==> config.mk <==
export PLATFORM = sky130hd
export DESIGN_NAME = div_seq_flat
export DESIGN_NICKNAME = d
export VERILOG_FILES = /design/src/rtl/ktsnc_div_pkg.sv /design/src/rtl/div_seq_if.sv /design/src/rtl/div_step.sv /design/src/rtl/div_seq.sv /design/src/flat_wrapper.sv
export SDC_FILE = /design/constraint.sdc
export NUM_CORES = 1
export LEC_CHECK = 0
export BUFFER_PORTS_ARGS = -buffer_cell sky130_fd_sc_hd__buf_2
export CORE_ASPECT_RATIO = 2
export CORE_MARGIN = 3
export CORE_UTILIZATION = 50
export CTS_BUF_LIST = sky130_fd_sc_hd__clkbuf_8
export CTS_CLUSTER_SIZE = 30
export DETAILED_ROUTE_END_ITERATION = 10
export PLACE_DENSITY = 0.71
export SLEW_MARGIN = 20
export SYNTH_ARGS = -nofsm -noshare
export SYNTH_HDL_FRONTEND = slang
export SYNTH_SLANG_ARGS = --single-unit
export TNS_END_PERCENT = 30
==> constraint.sdc <==
create_clock -name clk -period 7.1 [get_ports clk]
set_input_delay 0.355 -clock clk [delete_from_list [all_inputs] [get_ports clk]]
set_output_delay 0.355 -clock clk [all_outputs]
set_load 0.01 [all_outputs]
==> src/rtl/ktsnc_div_pkg.sv <==
// Shared definitions for the KTSNC sequential dividers: FSM encoding,
// counter sizing helper and the quotient reported on divide-by-zero.
package ktsnc_div_pkg;

  typedef enum logic [1:0] {
    ST_IDLE = 2'd0,
    ST_CALC = 2'd1,
    ST_FIX  = 2'd2,
    ST_DONE = 2'd3
  } div_state_e;

  // Every quotient bit is set on divide-by-zero; replicate to the quotient width.
  localparam logic DBZ_QUOTIENT = 1'b1;

  function automatic int clog2(input int value);
    int r;
    r = 0;
    for (int i = 0; i < 31; i++) begin
      if ((32'sd1 <<< i) < value) begin
        r = i + 1;
      end else begin
        r = r;
      end
    end
    return r;
  endfunction

endpackage

==> src/rtl/div_seq_if.sv <==
// Handshake and result bundle between a divider client (master) and div_seq (slave).
interface div_seq_if #(
  parameter int WIDTH     = 25,
  parameter int FRAC_BITS = 0
);
  logic                         start;
  logic [WIDTH-1:0]             A;
  logic [WIDTH-1:0]             B;
  logic                         ready;
  logic                         done;
  logic [WIDTH+FRAC_BITS-1:0]   result;
  logic [WIDTH-1:0]             remainder;
  logic                         dbz;

  modport master (
    output start, A, B,
    input  ready, done, result, remainder, dbz
  );

  modport slave (
    input  start, A, B,
    output ready, done, result, remainder, dbz
  );
endinterface

==> src/rtl/div_step.sv <==
// One non-restoring division step: shift the next dividend bit into P,
// then subtract (mode=1) or add (mode=0) the divisor.
module div_step #(
  parameter int WIDTH = 25
) (
  input  logic [WIDTH:0]   p_in,
  input  logic             bit_in,
  input  logic [WIDTH-1:0] b,
  input  logic             mode,
  output logic [WIDTH:0]   p_out,
  output logic             q_bit
);

  logic [WIDTH:0] p_shift;

  always_comb begin
    p_shift = {p_in[WIDTH-1:0], bit_in};
    if (mode) begin
      p_out = p_shift - {1'b0, b};
    end else begin
      p_out = p_shift + {1'b0, b};
    end
    q_bit = ~p_out[WIDTH];
  end

endmodule

==> src/rtl/div_seq.sv <==
// Sequential non-restoring divider: one quotient bit per clock, optional
// fraction bits, start/ready/done handshake and divide-by-zero reporting.
module div_seq
  import ktsnc_div_pkg::*;
#(
  parameter int WIDTH     = 25,
  parameter int FRAC_BITS = 0
) (
  input  logic      clk,
  input  logic      rst,
  div_seq_if.slave  bus
);

  localparam int N  = WIDTH + FRAC_BITS;
  localparam int CW = clog2(N);
  localparam logic [CW-1:0] CNT_LAST = CW'(N - 1);

  div_state_e       state_q, state_d;
  logic [WIDTH:0]   p_q, p_d;
  logic [N-1:0]     d_q, d_d;
  logic [WIDTH-1:0] b_q, b_d;
  logic [CW-1:0]    cnt_q, cnt_d;
  logic             div0_q, div0_d;
  logic             ready_q, ready_d;
  logic             done_q, done_d;
  logic [N-1:0]     result_q, result_d;
  logic [WIDTH-1:0] rem_q, rem_d;
  logic             dbz_q, dbz_d;

  logic [WIDTH:0]   step_p;
  logic             step_q;
  logic             step_sub;
  logic [WIDTH-1:0] rem_fix;

  assign step_sub = ~p_q[WIDTH];

  div_step #(.WIDTH(WIDTH)) u_step (
    .p_in   (p_q),
    .bit_in (d_q[N-1]),
    .b      (b_q),
    .mode   (step_sub),
    .p_out  (step_p),
    .q_bit  (step_q)
  );

  // The corrected remainder lies in [0,B), so the low WIDTH bits of P+B suffice.
  assign rem_fix = p_q[WIDTH] ? (p_q[WIDTH-1:0] + b_q) : p_q[WIDTH-1:0];

  always_comb begin
    state_d  = state_q;
    p_d      = p_q;
    d_d      = d_q;
    b_d      = b_q;
    cnt_d    = cnt_q;
    div0_d   = div0_q;
    result_d = result_q;
    rem_d    = rem_q;
    dbz_d    = dbz_q;
    case (state_q)
      ST_IDLE: begin
        if (bus.start) begin
          if (bus.B != '0) begin
            b_d     = bus.B;
            p_d     = '0;
            d_d     = N'(bus.A) << FRAC_BITS;
            cnt_d   = CNT_LAST;
            div0_d  = 1'b0;
            state_d = ST_CALC;
          end else begin
            // Park A in P so FIX can publish it as the remainder.
            p_d     = {1'b0, bus.A};
            div0_d  = 1'b1;
            state_d = ST_FIX;
          end
        end else begin
          state_d = ST_IDLE;
        end
      end
      ST_CALC: begin
        p_d = step_p;
        d_d = {d_q[N-2:0], step_q};
        if (cnt_q == '0) begin
          state_d = ST_FIX;
        end else begin
          cnt_d = cnt_q - CW'(1);
        end
      end
      ST_FIX: begin
        if (div0_q) begin
          result_d = {N{DBZ_QUOTIENT}};
          rem_d    = p_q[WIDTH-1:0];
          dbz_d    = 1'b1;
        end else begin
          result_d = d_q;
          rem_d    = rem_fix;
          dbz_d    = 1'b0;
        end
        state_d = ST_DONE;
      end
      ST_DONE: begin
        state_d = ST_IDLE;
      end
      default: begin
        state_d = ST_IDLE;
      end
    endcase
    ready_d = (state_d == ST_IDLE);
    done_d  = (state_d == ST_DONE);
  end

  always_ff @(posedge clk) begin
    if (rst) begin
      state_q  <= ST_IDLE;
      p_q      <= '0;
      d_q      <= '0;
      b_q      <= '0;
      cnt_q    <= '0;
      div0_q   <= 1'b0;
      ready_q  <= 1'b1;
      done_q   <= 1'b0;
      result_q <= '0;
      rem_q    <= '0;
      dbz_q    <= 1'b0;
    end else begin
      state_q  <= state_d;
      p_q      <= p_d;
      d_q      <= d_d;
      b_q      <= b_d;
      cnt_q    <= cnt_d;
      div0_q   <= div0_d;
      ready_q  <= ready_d;
      done_q   <= done_d;
      result_q <= result_d;
      rem_q    <= rem_d;
      dbz_q    <= dbz_d;
    end
  end

  assign bus.ready     = ready_q;
  assign bus.done      = done_q;
  assign bus.result    = result_q;
  assign bus.remainder = rem_q;
  assign bus.dbz       = dbz_q;

endmodule

==> src/flat_wrapper.sv <==
// flat-port wrapper written by rule: the top's interface ports become plain ports
module div_seq_flat import ktsnc_div_pkg::*;
#(
  parameter int WIDTH     = 25,
  parameter int FRAC_BITS = 0
)
  (clk, rst, bus_start, bus_A, bus_B, bus_ready, bus_done, bus_result, bus_remainder, bus_dbz);
  div_seq_if #(.WIDTH(WIDTH), .FRAC_BITS(FRAC_BITS)) bus_i ();
  input  logic clk;
  input  logic rst;
  input wire logic [$bits(bus_i.start)-1:0] bus_start;
  input wire logic [$bits(bus_i.A)-1:0] bus_A;
  input wire logic [$bits(bus_i.B)-1:0] bus_B;
  output wire logic [$bits(bus_i.ready)-1:0] bus_ready;
  output wire logic [$bits(bus_i.done)-1:0] bus_done;
  output wire logic [$bits(bus_i.result)-1:0] bus_result;
  output wire logic [$bits(bus_i.remainder)-1:0] bus_remainder;
  output wire logic [$bits(bus_i.dbz)-1:0] bus_dbz;
  assign bus_i.start = bus_start;
  assign bus_i.A = bus_A;
  assign bus_i.B = bus_B;
  assign bus_ready = bus_i.ready;
  assign bus_done = bus_i.done;
  assign bus_result = bus_i.result;
  assign bus_remainder = bus_i.remainder;
  assign bus_dbz = bus_i.dbz;
  div_seq #(.WIDTH(WIDTH), .FRAC_BITS(FRAC_BITS)) u_core (.clk(clk), .rst(rst), .bus(bus_i));
endmodule
======== Yosys cells after proc, flatten, opt, wreduce, memory -nomap -nowiden ========
Index checks and enable logic that the tools add are counted.
storage, ports and cells
  RAM bits ................................ 0
  memories ................................ 0
  latch bits .............................. 0
  logic and storage cells ................. 53
  bits in read-only memories .............. 0
  register bits after elaboration ......... 137
  output and inout port bits .............. 53
cells by class
  divide/modulo/power cells ............... 0
  reductions and logical operators ........ 10
  add/sub/neg operators ................... 4
  multiply operators ...................... 0
  shift-type cells ........................ 0
  eq/ne operators ......................... 7
  $lt $le $gt $ge ......................... 0
  bitwise gates (word level) .............. 1
  muxes and demuxes ....................... 20
operator list
  kind                 count
  $mux 25              6
  $mux 26              2
  $pmux 26 s2          1
  $pmux 25 s2          1
  $add 26x25->26       1
  $sub 26x25->26       1
  $add 25x25->25       1
  $reduce_bool 25->1   1
  $mux 5               3
  $pmux 5 s2           1
  $pmux 2 s4           1
  $eq 2x2->1 const B   3
  $mux 2               3
  $reduce_and 3->1     2
  $logic_not 5->1      1
  $sub 5x1->5 const B  1
  $logic_not 2->1      2
  $ne 2x2->1 const B   2
  $reduce_and 2->1     2
  $reduce_and 4->1     1
  $eq 2x1->1 const B   1
  $mux 1               2
  $ne 2x1->1 const B   1
  $reduce_bool 2->1    1
  $not 1->1            1

======== Longest topological paths before layout ========
  word-level depth ........................ 5
  mapped depth ............................ 17
  depth with buffers taken out ............ 17

======== Cells and area by module ========
A second synthesis with hierarchy kept.
second synthesis, totals
  cell total of the unflattened synthesis .. 1131
  area total of the unflattened synthesis .. 8703.3 um2
by module, submodules not included
  module    cells each  times used  area each (um2)
  div_seq   869         1           6892.9
  div_step  262         1           1810.5

======== Worst setup path before layout ========
No wires, ideal clock.
  kind .................................... register to register
  from .................................... register u_core.b_q[2]
  to ...................................... register u_core.p_q[20]
  path buffers ............................ 1
  arrival time ............................ 3266 ps
  library setup time ...................... 103 ps
  setup slack ............................. 3731 ps
  period minus slack after synthesis ...... 3369 ps
  required time ........................... 6997 ps
  cell stages (with the launch flop) ...... 17
  path through ............................ dfxtp_1 -> nor4_2 -> and2_2 -> nand2_1 -> nor2_1 -> a21oi_1 -> xor2_1 -> ha_1 -> clkbuf_2 -> and3_1 -> nand3_1 -> a2111oi_0 -> or2_1 -> o41ai_2 -> o21ai_0 -> o31ai_1 -> a2111oi_2
between the ends
  cells in the longest elaborated chain, start to end .. 3
ends and longest elaborated chain
  element                                           line                            RTL
  start: declaration                                div_seq.sv:21                   logic [WIDTH-1:0] b_q, b_d;
  start signal: assignment                          div_seq.sv:116                  b_q <= '0;
  start signal: assignment                          div_seq.sv:128                  b_q <= b_d;
  $sub 26x25->26 or $add 26x25->26 (tied branches)  div_step.sv:19, div_step.sv:21
  $mux 26 (*)                                       div_step.sv:18                  if (mode) begin
  $pmux 26 s2 (*)                                   div_seq.sv:59                   case (state_q)
  end signal: assignment                            div_seq.sv:126                  p_q <= p_d;
  end: declaration                                  div_seq.sv:19                   logic [WIDTH:0] p_q, p_d;
Mark *: on every way between the ends. The rest lies on a longest branch, timed or not.
A chain may end at the register's enable or synchronous reset.

======== Worst setup path in the final report ========
Ends and elaborated chain as after synthesis.

==> flow_summary.json <==
{
  "status": "finished clean",
  "slew_headroom_pct": 25.6,
  "synth_xor_area_share_pct": 6.34,
  "die_width_um": 99.4,
  "ctsHoldBuffers": 0,
  "place.port_buffers": 105,
  "start_util_pct": 51.5,
  "synth_compound_area_share_pct": 24.7,
  "final_nets": 1309,
  "yosys.area_share.simple_pct": 24.4,
  "crit_path_start": "u_core.b_q[2]",
  "dieArea_mm2": 0.0192,
  "worst-path-max-fanout": 7,
  "synth_fa_ha_area_share_pct": 7.92,
  "cts_resized": 0,
  "synthCells": 1142,
  "htree_levels": 4,
  "fin_util_pct": 57.6,
  "netSwitchingFraction_pct": 43.9,
  "fin_crit_sh_pct": 54.6,
  "ff2ff_path_depth": 15,
  "synth_top_area_share_pct": 31.4,
  "layout_commonest_cell": "nand2_1",
  "cts_tree": "done",
  "cts_root_buffer": "clkbuf_8",
  "synthTopCellsByArea": "dfxtp_1 31%, ha_1 7.5%, nand2_1 6.9%, a21oi_1 6.9%, nor2_1 5.3%",
  "antenna_found_initial": 0,
  "postCtsSetupRepairBufs": 0,
  "reg2reg_to": "u_core.p_q[20]",
  "drtAntennaViolNets": 0,
  "fin_ws_ns": 3.22,
  "worstHoldPathType": "in -> reg",
  "syn-cell-area_mm2": 0.00872,
  "first_global_vias": 8258,
  "grt_use_total_pct": 27.5,
  "r2r_slack_ns": 3.22,
  "drv_cap": 0,
  "yosys.area.top_type": "dfxtp_1",
  "hold_violations": 0,
  "fin_tns_setup_ns": 0,
  "drt_first_pass_iters": 5,
  "insertion_delay_ns": 0.48,
  "clock-sinks": 137,
  "finalPower_uw": 3510,
  "ys_seq_elements": 137,
  "synth_cell_type_count": 79,
  "areaGrowthSynthToFinish_pct": 11.8,
  "seq_area_frac_synth_pct": 31.4,
  "antenna_cells": 0,
  "comb_power_share_pct": 50.0,
  "end_kind": "flop",
  "rows": 67,
  "switching_power_uw": 1540,
  "via_count": 8776,
  "drive_gt1_share_pct": 14.8,
  "drt-initial-drc-count": 609,
  "synth_top_family_by_area": "compound AO/OA/AOI/OAI gates",
  "grt_pass1_wl_mm": 41.5,
  "synth_area_per_cell_um2": 7.64,
  "drc": 0,
  "grt_overflow": 0,
  "routed_wl_mm": 26.4,
  "start_kind": "flop",
  "period_needed_ns": 3.88,
  "numCtsBuffers": 17,
  "power_frac_clock_pct": 19.8,
  "cp.required_ns": 7.48,
  "place_ws_ns": 3.24,
  "fp.dieH_um": 193,
  "clock.fmax_mhz": 258,
  "syn_nets": 1249,
  "grt_setup_unrepaired": "false",
  "cp.arrival_ns": 4.26,
  "drt-wirelength-per-cell_um": 18.5,
  "core_area_mm2": 0.0169,
  "drv_slew": 0,
  "timing.rr.start": "u_core.b_q[2]",
  "instances_no_fill": 1422,
  "path_class": "reg -> reg",
  "internal-power_uw": 1970,
  "final_cell_mix": "161 x nand2_1, 137 x dfxtp_1, 120 x nor2_1",
  "grt_max_degree": 101,
  "finalSetupViolCount": 0,
  "cts_max_path_buffers": 2,
  "ir_drop_mv": 0.176,
  "seqPwrFrac_pct": 30.2,
  "finalClockSkew_ns": 0.0159,
  "synth-edff-count": 0,
  "ys.flop_type": "dfxtp_1",
  "ios": 106,
  "path_clk_slew_ns": 0.09,
  "gp_congestion": 0.939,
  "p_per_area_mw_per_mm2": 360,
  "crit_path_end": "u_core.p_q[20]",
  "synthArstFlopShare_pct": 0,
  "place_hpwl_mm": 19.5,
  "viasPerCell": 6.17,
  "ys_warn_count": 0,
  "p_leak_uw": 0.00415,
  "synth_mux_area_share_pct": 0.875,
  "place_inst": 1390,
  "tightest_slew_ns": 1.12
}
-- cell type report --
class | instances | area (um2)
Fill cell | 1638 | 7180
Clock buffer | 18 | 248
Sequential cell | 137 | 2740
Clock inverter | 14 | 170
Timing Repair Buffer | 118 | 626
Multi-Input combinational cell | 909 | 5640
Tap cell | 207 | 259
Inverter | 19 | 71.3
-- synth_stat cells, types with 3 or more instances --
cell type    n
nand2_1    161
dfxtp_1    137
nor2_1     123
a21oi_1    120
nor3_1      85
clkbuf_1    70
ha_1        52
a311oi_1    34
o21ai_0     33
xor2_1      33
a21o_1      29
nand3_1     28
xnor2_1     27
inv_1       19
a211oi_1    15
a31oi_1     14
nand2b_1    12
a2111oi_0   11
and3_1      11
or3_1        9
nor4_1       8
o211ai_1     8
nand4_1      7
a221oi_1     5
mux2i_1      5
o21bai_1     5
a222oi_1     4
o21ai_1      4
o22ai_1      4
a2111oi_2    3
nand3b_1     3
or2_2        3
-- power groups by stage --
stage                     Sequential, uW  Combinational [uW]  Clock, uW
after floorplan                     1040                1350          0
after global placement              1070                1710          0
after detailed placement            1070                1730          0
after CTS                           1060                1740        701
after global routing                1080                1950        732
final                               1060                1750        695
-- how the worst min path moves through the flow --
stage | slack [ns] | cells after the start | to | startpoint
after floorplan | 0.45 | 2 | u_core.cnt_q[1] | u_core.cnt_q[1]
after global placement | 0.44 | 2 | u_core.bus.remainder[1] | u_core.bus.remainder[1]
after detailed placement | 0.45 | 2 | u_core.bus.remainder[17] | u_core.bus.remainder[17]
after CTS | 0.11 | 3 | u_core.b_q[9] | bus_B[9]
after global routing | 0.12 | 3 | u_core.b_q[9] | bus_B[9]
final | 0.12 | 3 | u_core.b_q[17] | bus_B[17]
-- routing by layer --
| layer | up-vias | routed length, um | global-route usage (%) |
|---|---|---|---|
| li1 | 4276 | - | - |
| met1 | 4097 | 10100 | 29.4 |
| met2 | 313 | 13200 | 49.0 |
| met3 | 90 | 1360 | 4.45 |
| met4 | 0 | 1740 | 18.2 |
| met5 | - | 0 | 0 |
-- state kept, by name (all words and copies together) (netlist names) --
signal	flops
u_core.p_q	26
u_core.b_q	25
u_core.bus.remainder	25
u_core.bus.result	25
u_core.d_q	25
u_core.cnt_q	5
u_core.state_q	2
u_core.bus.dbz	1
u_core.bus.done	1
u_core.bus.ready	1
u_core.div0_q	1
-- metrics by stage --
step | hold slack (ns) | instance area, um2
after floorplan | 0.449 | 8720
after global placement | 0.438 | 9330
after detailed placement | 0.445 | 9330
after CTS | 0.109 | 9750
after global routing | 0.125 | 9750
final | 0.122 | 9750
-- worst max-delay path: stages (launching register included) --
cell	delay, ns
dfxtp_1	0.39
nor4_2	0.42
and2_2	0.24
nand2_1	0.06
nor2_1	0.29
a21oi_1	0.13
xor2_1	0.16
ha_1	0.41
and3_1	0.28
nand3_1	0.11
a2111oi_0	0.37
or2_1	0.20
o41ai_2	0.10
o21ai_0	0.17
o31ai_1	0.11
a2111oi_2	0.33
-- cells by family (layout without fill, tap and decap cells) --
kind of cell	Yosys count	count (layout)
AOI/OAI and AO/OA	318	318
muxes	7	7
buffers and inverters	96	169
and+or+nand+nor	469	469
DFF	137	137
adders and majority gates	54	54
xor gates and xnor gates	61	61
Note: power is estimated with default switching activity, not from simulation.
